**config.mk**
```make
export PLATFORM = sky130hd
export DESIGN_NAME = unit_stepper
export DESIGN_NICKNAME = d
export VERILOG_FILES = /design/src/rtl/unit_stepper.sv
export SDC_FILE = /design/constraint.sdc
export NUM_CORES = 1
export LEC_CHECK = 0
export ABC_CLOCK_PERIOD_IN_PS = 7000
export BUFFER_PORTS_ARGS = -buffer_cell sky130_fd_sc_hd__buf_4
export CAP_MARGIN = 30
export CORE_MARGIN = 4
export CORE_UTILIZATION = 35
export CTS_BUF_LIST = sky130_fd_sc_hd__clkbuf_4
export DETAILED_ROUTE_END_ITERATION = 10
export HOLD_SLACK_MARGIN = 0.15
export PLACE_DENSITY = 0.52
export RECOVER_POWER = 100
export SYNTH_ARGS = -nofsm -noshare
export SYNTH_HDL_FRONTEND = slang
export SYNTH_SLANG_ARGS = --single-unit
```
**constraint.sdc**
```tcl
create_clock -name clk -period 7 [get_ports clk]
set_input_delay 1.4 -clock clk [delete_from_list [all_inputs] [get_ports clk]]
set_output_delay 1.4 -clock clk [all_outputs]
set_load 0.01 [all_outputs]
```
**src/rtl/unit_stepper.sv**
```systemverilog
// unit_stepper: per-frame friendly-unit movement controller, initiator side of the
//   Start/Done/Ack front-line handshake with the front calculator.
// Latency: REQ waits for Done, then 1 ACK + 16 MOVE + 1 SPAWN + 1 FIN cycles per frame.
// Backpressure: one frame tick and one spawn request are buffered; further ones are
//   flagged (overrun sticky, spawnDrop pulse).
// Optional feature macro: UNIT_STEPPER_TIMEOUT_EN adds a 100-cycle REQ timeout and
//   the sticky timeoutErr_o output.
// Ports:
//   clk, rst                 clock, synchronous active-high reset
//   frameTick_i              one-cycle frame start pulse
//   spawnReq_i, spawnType_i  spawn request and unit type (type 00 ignored)
//   Done_i, friendlyFront_i, enemyFront_i   front calculator response
//   Start_o, Ack_o           handshake outputs to the front calculator
//   unitLocFlat_o            slot i location in bits [9i+8:9i]
//   unitTypeFlat_o           slot i type in bits [2i+1:2i], 00 = empty
//   latchedFF_o, latchedEF_o fronts captured this frame
//   busy_o, frameDone_o, spawnDrop_o, overrun_o   status
module unit_stepper #(
  parameter int unsigned SPEED     = 2,
  parameter int unsigned SPAWN_LOC = 500
) (
  input  logic         clk,
  input  logic         rst,
  input  logic         frameTick_i,
  input  logic         spawnReq_i,
  input  logic [1:0]   spawnType_i,
  input  logic         Done_i,
  input  logic [8:0]   friendlyFront_i,
  input  logic [8:0]   enemyFront_i,
  output logic         Start_o,
  output logic         Ack_o,
  output logic [143:0] unitLocFlat_o,
  output logic [31:0]  unitTypeFlat_o,
  output logic [8:0]   latchedFF_o,
  output logic [8:0]   latchedEF_o,
  output logic         busy_o,
  output logic         frameDone_o,
  output logic         spawnDrop_o,
  output logic         overrun_o
`ifdef UNIT_STEPPER_TIMEOUT_EN
  ,
  output logic         timeoutErr_o
`endif
);

  localparam int NUM_UNITS = 16;

  typedef enum logic [2:0] {IDLE, REQ, ACK, MOVE, SPAWN, FIN} state_t;

  state_t      state_q;
  logic [3:0]  idx_q;
  logic [8:0]  loc_q  [NUM_UNITS];
  logic [1:0]  type_q [NUM_UNITS];
  logic [8:0]  lat_ff_q, lat_ef_q;
  logic        start_q, ack_q, busy_q, frame_done_q, spawn_drop_q, overrun_q;
  logic        tick_pend_q, spawn_pend_q;
  logic [1:0]  spawn_type_q;
`ifdef UNIT_STEPPER_TIMEOUT_EN
  logic [6:0]  tmo_cnt_q;
  logic        tmo_err_q;
`endif

  // Next location of the slot currently addressed by idx_q.
  logic [8:0] cur_loc;
  logic [9:0] step_t;
  logic [8:0] mv_loc_d;

  always_comb begin
    cur_loc = loc_q[idx_q];
    step_t  = {1'b0, cur_loc} - 10'(SPEED);
    // Clamp at the enemy front; a unit already at or past it is held, never pushed back.
    if (step_t[9] || (step_t[8:0] < lat_ef_q)) begin
      mv_loc_d = (cur_loc <= lat_ef_q) ? cur_loc : lat_ef_q;
    end else begin
      mv_loc_d = step_t[8:0];
    end
  end

  // Lowest-index empty slot; scanning downward leaves the lowest match last.
  logic       free_found;
  logic [3:0] free_idx;

  always_comb begin
    free_found = 1'b0;
    free_idx   = 4'd0;
    for (int i = NUM_UNITS - 1; i >= 0; i--) begin
      if (type_q[i] == 2'b00) begin
        free_found = 1'b1;
        free_idx   = 4'(i);
      end
    end
  end

  always_ff @(posedge clk) begin
    if (rst) begin
      state_q      <= IDLE;
      idx_q        <= 4'd0;
      lat_ff_q     <= 9'd0;
      lat_ef_q     <= 9'd0;
      start_q      <= 1'b0;
      ack_q        <= 1'b0;
      busy_q       <= 1'b0;
      frame_done_q <= 1'b0;
      spawn_drop_q <= 1'b0;
      overrun_q    <= 1'b0;
      tick_pend_q  <= 1'b0;
      spawn_pend_q <= 1'b0;
      spawn_type_q <= 2'b00;
      for (int i = 0; i < NUM_UNITS; i++) begin
        loc_q[i]  <= 9'd0;
        type_q[i] <= 2'b00;
      end
`ifdef UNIT_STEPPER_TIMEOUT_EN
      tmo_cnt_q    <= 7'd0;
      tmo_err_q    <= 1'b0;
`endif
    end else begin
      ack_q        <= 1'b0;
      frame_done_q <= 1'b0;
      spawn_drop_q <= 1'b0;

      case (state_q)
        IDLE: begin
          if (frameTick_i || tick_pend_q) begin
            state_q     <= REQ;
            start_q     <= 1'b1;
            busy_q      <= 1'b1;
            tick_pend_q <= 1'b0;
`ifdef UNIT_STEPPER_TIMEOUT_EN
            tmo_cnt_q   <= 7'd0;
`endif
          end
        end
        REQ: begin
          if (Done_i) begin
            lat_ff_q <= friendlyFront_i;
            lat_ef_q <= enemyFront_i;
            start_q  <= 1'b0;
            ack_q    <= 1'b1;
            state_q  <= ACK;
          end
`ifdef UNIT_STEPPER_TIMEOUT_EN
          else if (tmo_cnt_q == 7'd99) begin
            // 100th REQ cycle without Done: abandon the handshake, keep the table as is.
            start_q   <= 1'b0;
            tmo_err_q <= 1'b1;
            state_q   <= SPAWN;
          end else begin
            tmo_cnt_q <= tmo_cnt_q + 7'd1;
          end
`endif
        end
        ACK: begin
          idx_q   <= 4'd0;
          state_q <= MOVE;
        end
        MOVE: begin
          if (type_q[idx_q] != 2'b00) begin
            loc_q[idx_q] <= mv_loc_d;
          end
          idx_q <= idx_q + 4'd1;
          if (idx_q == 4'd15) begin
            state_q <= SPAWN;
          end
        end
        SPAWN: begin
          if (spawn_pend_q) begin
            if (free_found) begin
              loc_q[free_idx]  <= 9'(SPAWN_LOC);
              type_q[free_idx] <= spawn_type_q;
            end else begin
              spawn_drop_q <= 1'b1;
            end
          end
          spawn_pend_q <= 1'b0;
          frame_done_q <= 1'b1;
          state_q      <= FIN;
        end
        FIN: begin
          busy_q  <= 1'b0;
          state_q <= IDLE;
        end
        default: begin
          state_q <= IDLE;
        end
      endcase

      // A tick while busy is buffered once; a tick finding the buffer full is lost.
      if (frameTick_i) begin
        if (tick_pend_q) begin
          overrun_q <= 1'b1;
        end
        if (state_q != IDLE) begin
          tick_pend_q <= 1'b1;
        end
      end

      // Placed after the FSM so a request in the SPAWN cycle survives the clear there.
      if (spawnReq_i && (spawnType_i != 2'b00)) begin
        spawn_pend_q <= 1'b1;
        spawn_type_q <= spawnType_i;
        if (spawn_pend_q && (state_q != SPAWN)) begin
          spawn_drop_q <= 1'b1;
        end
      end
    end
  end

  always_comb begin
    unitLocFlat_o  = '0;
    unitTypeFlat_o = '0;
    for (int i = 0; i < NUM_UNITS; i++) begin
      unitLocFlat_o[9*i +: 9]  = loc_q[i];
      unitTypeFlat_o[2*i +: 2] = type_q[i];
    end
  end

  assign Start_o     = start_q;
  assign Ack_o       = ack_q;
  assign latchedFF_o = lat_ff_q;
  assign latchedEF_o = lat_ef_q;
  assign busy_o      = busy_q;
  assign frameDone_o = frame_done_q;
  assign spawnDrop_o = spawn_drop_q;
  assign overrun_o   = overrun_q;
`ifdef UNIT_STEPPER_TIMEOUT_EN
  assign timeoutErr_o = tmo_err_q;
`endif

endmodule
```
== Yosys cells after proc, flatten, opt, wreduce, memory -nomap -nowiden ==
Memories as Yosys holds them, arrays and structs flattened. A register that Yosys moved wholly into a read port is not among the register bits.
Cells that the tools add are included.
Word-level totals
  output and inout port bits: 200
  memories: 2
  bits of input ports: 25
  word-level logic and storage cells: 147
  register bits after elaboration: 35
  bits in writable memories: 176
Operators by class
  reductions and logical operators: 37
  multiplexer cells: 80
  bitwise operators: 1
  eq/ne operators: 10
  add/subtract/negate cells: 2
  magnitude comparators: 2
Memory list
  loc_q: depth 16, bits a word 9, read ports 17, clocked after memory_dff 1, wr ports 16, RTL line 52  | logic [8:0] loc_q [NUM_UNITS];
  type_q: depth 16, bits a word 2, read ports 17, clocked after memory_dff 1, wr ports 16, RTL line 53  | logic [1:0] type_q [NUM_UNITS];
Operator list (count)
  4-bit two-way mux: 23
  1-bit two-way mux: 45
  9-bit two-way mux: 4
  2-bit logical NOT: 16
  9-bit OR reduction: 2
  3-bit one-hot mux with 5 select lines: 1
  2-bit nonzero test: 6
  9-bit by 2-bit subtractor with 10-bit output, second input constant: 1
  9-bit less-or-equal comparator: 1
  9-bit less-than comparator: 1
  3-bit two-way mux: 3
  4-bit one-hot mux with 2 select lines: 1
  3-bit by 2-bit == test with 1-bit output, second input constant: 2
  3-bit == test, second input constant: 2
  2-bit != test, second input constant: 3
  2-bit AND reduction: 3
  3-bit AND reduction: 2
  4-bit by 1-bit adder with 4-bit output, second input constant: 1
  4-bit == test, second input constant: 1
  1-bit one-hot mux with 2 select lines: 2
  2-bit OR reduction: 2
  3-bit by 1-bit == test with 1-bit output, second input constant: 1
  3-bit logical NOT: 1
  3-bit != test, second input constant: 1
  other kinds (5): 7

== Depth between registers and ports, before layout ==
  word-level depth: 24
  depth in mapped cells: 21
  mapped depth without buffers: 17

== Least setup slack after synthesis ==
Ideal clock, no wire load.
  path kind: reg-to-reg
  start: register with a tool-made name
  end: memory loc_q[13][6] (data pin)
  library setup time: 264 ps
  period minus slack after synthesis: 5104 ps
  buffers on the path: 2
  slack: 1896 ps
  arrival: 4840 ps
  stages on the path, launching flop included: 17
  data required time: 6736 ps
  cells stage by stage: dfxtp_1 > buf_6 > mux4_2 > mux4_2 > or3_1 > or4_4 > or4_1 > nand2_1 > ha_1 > o211ai_1 > a211o_1 > nand2_1 > o41ai_2 > or4b_2 > o211ai_2 > buf_2 > nor2_1
RTL lines (RTL line)
  end, declared: 52

==> run_results.csv <==
group,metric,value,unit
final_layout,regArea,6070,um^2
synth,synth_cell_type_count,62,
sta,rsz0062_at_grt,"no",
sta,setup_violations,0,
critical_path,path_max_fanout,22,
synth,synth_edf_count,176,
place,hpwl,25500,um
sta,layout_min_cycle_time,6190,ps
sta,hold_viol,0,
final_layout,drive_gt1_frac,0.173,
clocking,postCtsHoldBufs,0,
global_routing,grt_max_degree,69,
synth,synthAdderAreaFrac,0.0240,
floorplan,die_w,180,um
pwr,p_leak,4.47,nW
critical_path,crit_type,"flop to flop",
final_layout,final_cell_mix,"209 x clkbuf_1, 189 x nor2_1, 176 x edfxtp_1",
synth,syn-num-nets,929,
sta,tns,0,ps
synth,synth-xor-area-share,0.00421,
clocking,htreeDepth,2,
critical_path,required,7400,ps
synth,synth.avg_cell_area,11.8,um^2
pwr,combPwrFrac,0.132,
flow_run,drv_cap,1,
synth,ys_warn_count,0,
synth,synth_top_family_by_area,"simple AND/OR/NAND/NOR gates",
critical_path,r2r_setup_slack,810,ps
final_layout,multi_input_area,4090,um^2
drt,remaining_drc_errors,0,
clocking,clk_pin_slew,70,ps
clocking,cts.path.max_buffers,3,
pwr,clockPowerShare,0.385,
clocking,cts-resized-gates,0,
pwr,swShare,0.286,
synth,synth-main-ff-cell,"edfxtp_1",
global_routing,track_usage,0.205,
synth,synth_compound_area_frac,0.0838,
status,status,"finished, violations left",
floorplan,core,29000,um^2
final_layout,nFillCells,3011,
clocking,cts_tree,"yes",
global_routing,grt_pass1_vias,8316,
synth,syn_inst,884,
pwr,seq_power_share,0.483,
floorplan,start_util,0.359,
drt,viasPerCell,5.33,
sta,slew-limit-headroom,-1.05,
final_layout,syn_to_final_growth,20.2,%
synth,netlist_area,10400,um^2
pwr,p_sw,0.000873,W
critical_path,startpoint_type,"flop",
pwr,vdd_drop_max,114,uV
drt,routed_wl,34400,um
sta,slew_violations,69,
synth,muxShareOfSynthArea,0.103,
sta,period_share,0.884,
floorplan,ioPinCount,225,
drt,drt_first_pass_iters,5,
place,pre_cts_ws,1030,ps
sta,setup_ws,812,ps
synth,synth.area.top_cells,"edfxtp_1 51%, mux4_2 8.7%, dfxtp_1 7.5%",
synth,synth.top_cell.area_share,0.508,
synth,seq_area_frac_synth,0.583,
drt,ant_nets,0,
synth,async_flop_share,0,
sta,worstMarginPinSlew,3070,ps
global_routing,antenna_found_initial,1,
place,gp_congestion,0.886,
drt,wire_per_inst,21.9,um
synth,yosysTopAreaCell,"edfxtp_1",
floorplan,rows,62,
sta,fmax,162,MHz
clocking,numCtsBuffers,59,
floorplan,die_area,32600,um^2
pwr,p_int,0.00218,W
drt,via_count,8382,
sta,fin_skew,83.1,ps
critical_path,endpoint_kind,"flop",
drt,drt_iter0_markers,668,
status,violations,"max-capacitance violations, max-slew violations",
synth,synth-simple-area-share,0.177,
clocking,worst_skew_pair.late_latency,740,ps
critical_path,critPathArrivalTime,6590,ps
synth,ys_ff_latch,215,
clocking,cts-root-buf,"clkbuf_4",
clocking,clock_sinks,215,
final_layout,nNetsFinal,1187,
global_routing,grt_pass1_wl,51900,um
pwr,p_per_area,244,nW/um^2
global_routing,grt_overflow,0,
place,portBuffers,224,
final_layout,layout_commonest_cell,"clkbuf_1",
clocking,post_cts_buffers,0,
min_path,min_path_type,"flop to flop",
floorplan,die_h,180,um
-- critical path, cell delays in order (launching register included) --
cell and delay, ps:
dfxtp_2 720, buf_12 290, mux4_2 580, a22o_1 270, or2_2 300, inv_1 140, ha_1 230, nand4_1 120
and2_0 290, nor3_1 290, xnor2_1 130, ha_1 290, o211ai_1 70, a211o_1 250, nand2_1 220, o41ai_1 270
clkbuf_1 290, and3_1 230, o21ai_1 120, clkbuf_1 690, nor2_1 90
-- Yosys cell counts (5+ instances only) --
library cell and instances:
nand3_1 5, nor2_1 188, mux2i_1 15, nor2b_1 5, buf_2 13, a22oi_1 9
nor3_1 19, nand2_1 79, o211ai_1 5, o22ai_1 7, and2_1 14, o21a_1 6
a21oi_1 36, or4_1 5, a21o_1 12, clkbuf_1 23, nand4_1 5, dfxtp_1 39
nand2b_1 18, edfxtp_1 176, nor2_2 9, ha_1 20, or2_2 12, and3_1 22
o31ai_1 9, o21ai_0 12, mux4_2 40, inv_1 17
-- final cells by class --
class	count	share of cell area
antenna	1	0.000200
inverter	17	0.00510
multi-input combinational	610	0.327
sequential	215	0.485
timing repair buffer	239	0.0820
tap	384	0.0384
clock buffer	96	0.0576
clock inverter	11	0.00540
-- cell families (layout without fill, tap and decap cells) --
logic type	count (synthesis)	count (layout)
compound gates	128	128
xor+xnor	5	5
fa+ha+maj	20	20
buf+inv	59	363
flops	215	215
mux	57	57
other cells	0	1
simple gates	400	400
-- state kept, by name, indices dropped and copies added, names as in the netlist, named ones only --
| register | cells |
|---|---|
| spawn_type_q | 2 |
| latchedEF_o | 9 |
| idx_q | 4 |
| spawn_pend_q | 1 |
| state_q | 3 |
| type_q | 32 |
| Ack_o | 1 |
| loc_q | 144 |
| frameDone_o | 1 |
| overrun_o | 1 |
| spawnDrop_o | 1 |
| latchedFF_o | 9 |
| Start_o | 1 |
| busy_o | 1 |
| tick_pend_q | 1 |
-- layer usage --
layer	global-route usage	wire length [um]
met2	0.316	15700
met1	0.288	14700
met3	0.0442	3110
met5	0	0
met4	0.0711	889
-- per-stage QoR --
step / hold slack [ps] / instance area (um^2) / power, W / instances / utilization
finish: 455 / 12500 / 0.00305 / 1573 / 0.431
global route: 480 / 12500 / 0.00319 / 1573 / 0.431
CTS: 460 / 13300 / 0.00312 / 1571 / 0.458
detailed placement: 451 / 12500 / 0.00194 / 1464 / 0.431
global placement: 443 / 12500 / 0.00194 / 1461 / 0.430
floorplan: 437 / 10400 / 0.00175 / 884 / -
-- power by group through the flow --
stage / logic [W] / registers [W] / clock network [W]
floorplan: 0.000249 / 0.00150 / 0
global placement: 0.000436 / 0.00150 / 0
detailed placement: 0.000438 / 0.00150 / 0
CTS: 0.000439 / 0.00147 / 0.00121
global route: 0.000438 / 0.00148 / 0.00127
finish: 0.000401 / 0.00147 / 0.00118
-- path summary, 6_finish.rpt --
path                            cells after the start                   startpoint                          end
worst max register to register                     20                         flop   loc_q[13][0]$_SDFFCE_PN0P_
worst max-delay path                               20                         flop   loc_q[13][0]$_SDFFCE_PN0P_
worst min-delay path                                2  latchedFF_o[5]$_SDFFE_PP0P_  latchedFF_o[5]$_SDFFE_PP0P_
worst min register to register                      2  latchedFF_o[5]$_SDFFE_PP0P_  latchedFF_o[5]$_SDFFE_PP0P_
Power figures use the tool's default switching activity.
